===== config.mk =====
export PLATFORM = sky130hd
export DESIGN_NAME = ifu_fetch
export DESIGN_NICKNAME = d
export VERILOG_FILES = /design/src/rtl/ifu_fetch.sv
export SDC_FILE = /design/constraint.sdc
export NUM_CORES = 1
export LEC_CHECK = 0
export ABC_AREA = 1
export BUFFER_PORTS_ARGS = -buffer_cell sky130_fd_sc_hd__buf_2
export CELL_PAD_IN_SITES_DETAIL_PLACEMENT = 1
export CELL_PAD_IN_SITES_GLOBAL_PLACEMENT = 1
export CORE_ASPECT_RATIO = 0.5
export CORE_UTILIZATION = 36
export CTS_CLUSTER_DIAMETER = 30
export DETAILED_ROUTE_END_ITERATION = 6
export PLACE_DENSITY = 0.92
export SYNTH_ARGS = -nofsm -noshare
export SYNTH_HDL_FRONTEND = slang
export SYNTH_SLANG_ARGS = --single-unit

===== constraint.sdc =====
create_clock -name clk -period 3 [get_ports clk]
set_input_delay 0.15 -clock clk [delete_from_list [all_inputs] [get_ports clk]]
set_output_delay 0.15 -clock clk [all_outputs]
set_load 0.01 [all_outputs]

===== src/rtl/ifu_fetch.sv =====
// ifu_fetch: instruction-fetch stage of the multicycle CPU.
// Holds the architectural PC and fetches the instruction at PC over a
// variable-latency req/ready handshake into the instruction register.
// Optional build macro IFU_TIMEOUT_EN: abandons a fetch after TIMEOUT_CYCLES
// wait cycles, loads a NOP into IR and pulses fetch_err.
module ifu_fetch #(
  parameter logic [31:0] RESET_PC       = 32'h0000_3000,
  parameter int unsigned TIMEOUT_CYCLES = 16
) (
  input  logic        clk,
  input  logic        rst_n,
  input  logic        pc_wr,
  input  logic [31:0] pc_next,
  input  logic        fetch_req,
  output logic        fetch_done,
  output logic        busy,
  output logic [31:0] pc_out,
  output logic [31:0] ir_out,
  output logic        imem_req,
  output logic [31:0] imem_addr,
  input  logic        imem_ready,
  input  logic [31:0] imem_rdata,
  output logic        misalign_err,
  output logic        fetch_err
);

  typedef enum logic [1:0] {
    IDLE = 2'd0,
    REQ  = 2'd1,
    DONE = 2'd2
  } state_t;

  state_t      state_q, state_d;
  logic [31:0] pc_q;
  logic [31:0] pc_aligned;
  logic [31:0] pc_after;
  logic        accept;
  logic        complete;
  logic        tmo_hit;

  // The PC is always word aligned; low bits of pc_next only feed the error flag.
  assign pc_aligned = {pc_next[31:2], 2'b00};
  // Address of the fetch: the PC value that will be current after this edge.
  assign pc_after   = pc_wr ? pc_aligned : pc_q;
  assign accept     = (state_q == IDLE) && fetch_req;
  // imem_ready only counts while a request is outstanding (REQ).
  assign complete   = (state_q == REQ) && imem_ready;

`ifdef IFU_TIMEOUT_EN
  localparam logic [7:0] TMO_LAST = 8'(TIMEOUT_CYCLES - 1);

  logic [7:0] tmo_cnt;
  logic       err_q;

  // A ready in the final wait cycle takes priority over the timeout.
  assign tmo_hit = (state_q == REQ) && !imem_ready && (tmo_cnt == TMO_LAST);

  // Wait-cycle counter: cleared when a fetch starts, counts unanswered REQ cycles.
  always_ff @(posedge clk or negedge rst_n) begin
    if (!rst_n) begin
      tmo_cnt <= 8'd0;
    end else if (accept) begin
      tmo_cnt <= 8'd0;
    end else if ((state_q == REQ) && !imem_ready) begin
      tmo_cnt <= tmo_cnt + 8'd1;
    end
  end

  // Error pulse lines up with the DONE cycle that follows a timeout.
  always_ff @(posedge clk or negedge rst_n) begin
    if (!rst_n) begin
      err_q <= 1'b0;
    end else begin
      err_q <= tmo_hit;
    end
  end

  assign fetch_err = err_q;
`else
  logic [7:0] unused_tmo_cycles;

  assign unused_tmo_cycles = 8'(TIMEOUT_CYCLES);
  assign tmo_hit           = 1'b0;
  assign fetch_err         = 1'b0;
`endif

  // State register.
  always_ff @(posedge clk or negedge rst_n) begin
    if (!rst_n) begin
      state_q <= IDLE;
    end else begin
      // NOTE: non-blocking assignments keep every flop sampling pre-edge values.
      state_q <= state_d;
    end
  end

  // Next-state logic; fetch_req is only looked at in IDLE.
  always_comb begin
    // NOTE: default first so no path leaves state_d unassigned (no latch).
    state_d = state_q;
    unique case (state_q)
      IDLE:    if (fetch_req) state_d = REQ;
      REQ:     if (imem_ready || tmo_hit) state_d = DONE;
      DONE:    state_d = IDLE;
      default: state_d = IDLE;
    endcase
  end

  // Architectural PC and sticky misalignment flag; pc_wr wins in every state.
  always_ff @(posedge clk or negedge rst_n) begin
    if (!rst_n) begin
      pc_q         <= RESET_PC;
      misalign_err <= 1'b0;
    end else if (pc_wr) begin
      pc_q <= pc_aligned;
      if (pc_next[1:0] != 2'b00) misalign_err <= 1'b1;
    end
  end

  // Memory request, address and instruction register.
  always_ff @(posedge clk or negedge rst_n) begin
    if (!rst_n) begin
      imem_req  <= 1'b0;
      imem_addr <= 32'd0;
      ir_out    <= 32'd0;
    end else if (accept) begin
      imem_req  <= 1'b1;
      imem_addr <= pc_after;
    end else if (complete) begin
      imem_req <= 1'b0;
      ir_out   <= imem_rdata;
    end else if (tmo_hit) begin
      imem_req <= 1'b0;
      ir_out   <= 32'h0000_0000;
    end
  end

  assign pc_out     = pc_q;
  assign fetch_done = (state_q == DONE);
  assign busy       = (state_q != IDLE);

endmodule

==> results.cfg <==
[run_status]
status = completed

[critical_path]
critPathCapture = imem_addr[23]
cp-end-kind = flop
critPathTopFamily = simple AND/OR/NAND/NOR gates
r2r-end = imem_addr[23]
cp_num_buf_inv = 1
slowest_delay_ns = 0.56
path_max_fanout = 34
critical_path_class = reg2reg
reg2reg_depth = 4
startpoint = state_q[0]
crit_slowest_cell = nand3_2
rrSetupSlack_ns = 1.47
worst_path_most_repeated_cell = nand2_1
crit_arrival_ns = 1.75
crit_cells = 4
crit_chain = inv_2, nand3_2, nand2_1, nand2_1
crit_path_start_kind = flop
crit_required_ns = 3.22
rr_startpoint = state_q[0]

[sta]
worst_slew_margin_rel = 0.415
rsz0062_at_grt = no
final-max-slew-violation-count = 0
setup_slack_ns = 1.47
fmax_ghz = 0.653
tightestPinTransition_ns = 0.878
finalHoldViolCount = 0
finalSetupViolCount = 0
hold_ws_ns = 0.00996
clock_skew_ns = 0.00434
fin_crit_sh = 0.510
period_minus_slack_ns = 1.53
tns_ns = 0

[floorplanning]
row_count = 26
ios = 170
core-area_um2 = 10200
fp.dieH_um = 74.7
dieWidth_um = 147
initial_utilization = 0.372
die_area_um2 = 11000

[power]
p_leak_nw = 3.00
power.switching_mw = 1.56
max-vdd-ir-drop_uv = 374
pwr-share-comb = 0.304
clkPwrFrac = 0.247
intPower_mw = 2.93
swShare = 0.348
cellPowerDensity_nw_per_um2 = 889
power_frac_seq = 0.449

[global_route]
grt_max_degree = 69
grt_overflow = 0
grt_pass1_vias = 3485
grt_pass1_wl_mm = 16.8
grt_usage = 0.200
antenna_found_initial = 0

[cells_and_area]
fillCellCount = 1254
regArea_um2 = 2500
drive_above_1_share = 0.332
multi_input_area_um2 = 1140
area_growth_pct = 32.7
diodes = 0
fin_util = 0.493
fin_nets = 658

[cts]
htreeDepth = 3
clock_sinks = 100
cts_tree = built
post-cts-setup-buffers = 0
clk_pin_slew_worst_paths_ns = 0.07
clockBufferDepth = 2
cts-root-buf = clkbuf_16
insertion_delay_ns = 0.34
numCtsBuffers = 9

[detailed_routing]
drc = 0
vias = 3319
avgRoutedWirePerCell_um = 14.7
wl_mm = 10.8
detail-route-antenna-nets = 0
via_per_inst = 4.52
dr.pass1.iters = 4
drt_iter0_drc = 127

[synth]
seq_area_frac_synth = 0.658
synthesis.area_um2 = 3810
synthCells = 423
avgSynthCellArea_um2 = 9.00
syn_nets = 492
yosys_warnings = 0
synth.distinct_cells = 16
ys_seq_elements = 100

[placement]
hpwl_mm = 7.62
routabilityCongestion = 0.750
io_buffers = 168
place_ws_ns = 1.48

[min_path]
hold_class = in2reg

[flow_run]
drv_cap = 0
-- routing by layer --
layer,track usage,wire length (um),vias up
met1,0.223,4320,1643
met4,0.0802,274,0
met3,0.0418,325,19
met5,0,0,-
met2,0.386,5850,73
li1,-,-,1584
-- cells in the final DEF, fill, tap and decap left out, drive strengths merged --
| cell | count |
|---|---|
| buf | 171 |
| clkbuf | 12 |
| clkinv | 4 |
| clkinvlp | 1 |
| conb | 1 |
| dfrtp | 98 |
| dfstp | 2 |
| dlygate4sd3 | 4 |
| inv | 6 |
| nand2 | 286 |
| nand3 | 2 |
| nor2 | 5 |
| o21ai | 1 |
| o21bai | 1 |
-- layout make-up --
type | count | share of cell area
Tap cell | 140 | 0.0347
Clock inverter | 4 | 0.00446
Clock buffer | 12 | 0.0527
Timing Repair Buffer | 175 | 0.182
Inverter | 7 | 0.00545
Sequential cell | 100 | 0.496
Multi-Input combinational cell | 296 | 0.225
-- metrics by stage --
step                      instance area, um^2  total power [mW]  instances
after floorplan                          3810              2.73        423
after global placement                   4720              3.32        714
after detailed placement                 4720              3.41        714
after CTS                                5050              4.55        734
after global routing                     5050              4.78        734
final                                    5050              4.50        734
-- cells in the mapped netlist --
master	instances	share of area
dfstp_2	2	0.014
dfrtp_1	98	0.64
buf_6	3	0.0089
buf_2	10	0.013
conb_1	1	0.00098
clkinv_2	1	0.0013
o21ai_0	1	0.0013
buf_4	7	0.014
nor2_1	4	0.0039
o21bai_1	1	0.0020
nor2_4	1	0.0030
nand2_1	285	0.28
nand3_2	2	0.0053
inv_2	3	0.0030
inv_1	3	0.0030
nand2_2	1	0.0016
-- flip-flops by register name, indices dropped and copies added, names as in the netlist --
| register | flops |
|---|---|
| imem_addr | 32 |
| ir_out | 32 |
| pc_out | 32 |
| state_q | 2 |
| imem_req | 1 |
| misalign_err | 1 |
-- kinds of logic (layout without fill, tap and decap cells) --
| logic type | after synthesis | in the layout | synth area share |
|---|---|---|---|
| simple gates | 293 | 293 | 0.295 |
| compound gates | 2 | 2 | 0.00329 |
| buf+inv | 27 | 198 | 0.0430 |
| flops | 100 | 100 | 0.658 |
| other cells | 1 | 1 | 0.000985 |
-- power by group through the flow --
stage | Sequential (mW) | Combinational, mW | Clock [mW]
6_report | 2.02 | 1.37 | 1.11
2_1_floorplan | 2.23 | 0.503 | 0
5_1_grt | 2.07 | 1.52 | 1.19
3_3_place_gp | 2.02 | 1.31 | 0
4_1_cts | 2.03 | 1.39 | 1.13
3_5_place_dp | 2.03 | 1.38 | 0
-- worst reg2reg max path, stage by stage, from the launching register on --
cell     delay (ns)
dfrtp_1        0.43
inv_2          0.09
nand3_2        0.56
nand2_1        0.27
nand2_1        0.08
-- timing repair --
action	CTS	global route
endpoints found under the hold margin	68	0
gates resized for setup	0	0
hold buffers	4	0
-- worst min-delay path by stage --
stage                        start             to  cells past startpoint
global route         imem_rdata[7]      ir_out[7]                      3
finish              imem_rdata[20]     ir_out[20]                      3
CTS                  imem_rdata[7]      ir_out[7]                      3
global placement             rst_n     pc_out[10]                      1
detailed placement           rst_n  imem_addr[12]                      1
floorplan                    rst_n   imem_addr[0]                      0
Note: power is estimated with default switching activity, not from simulation.
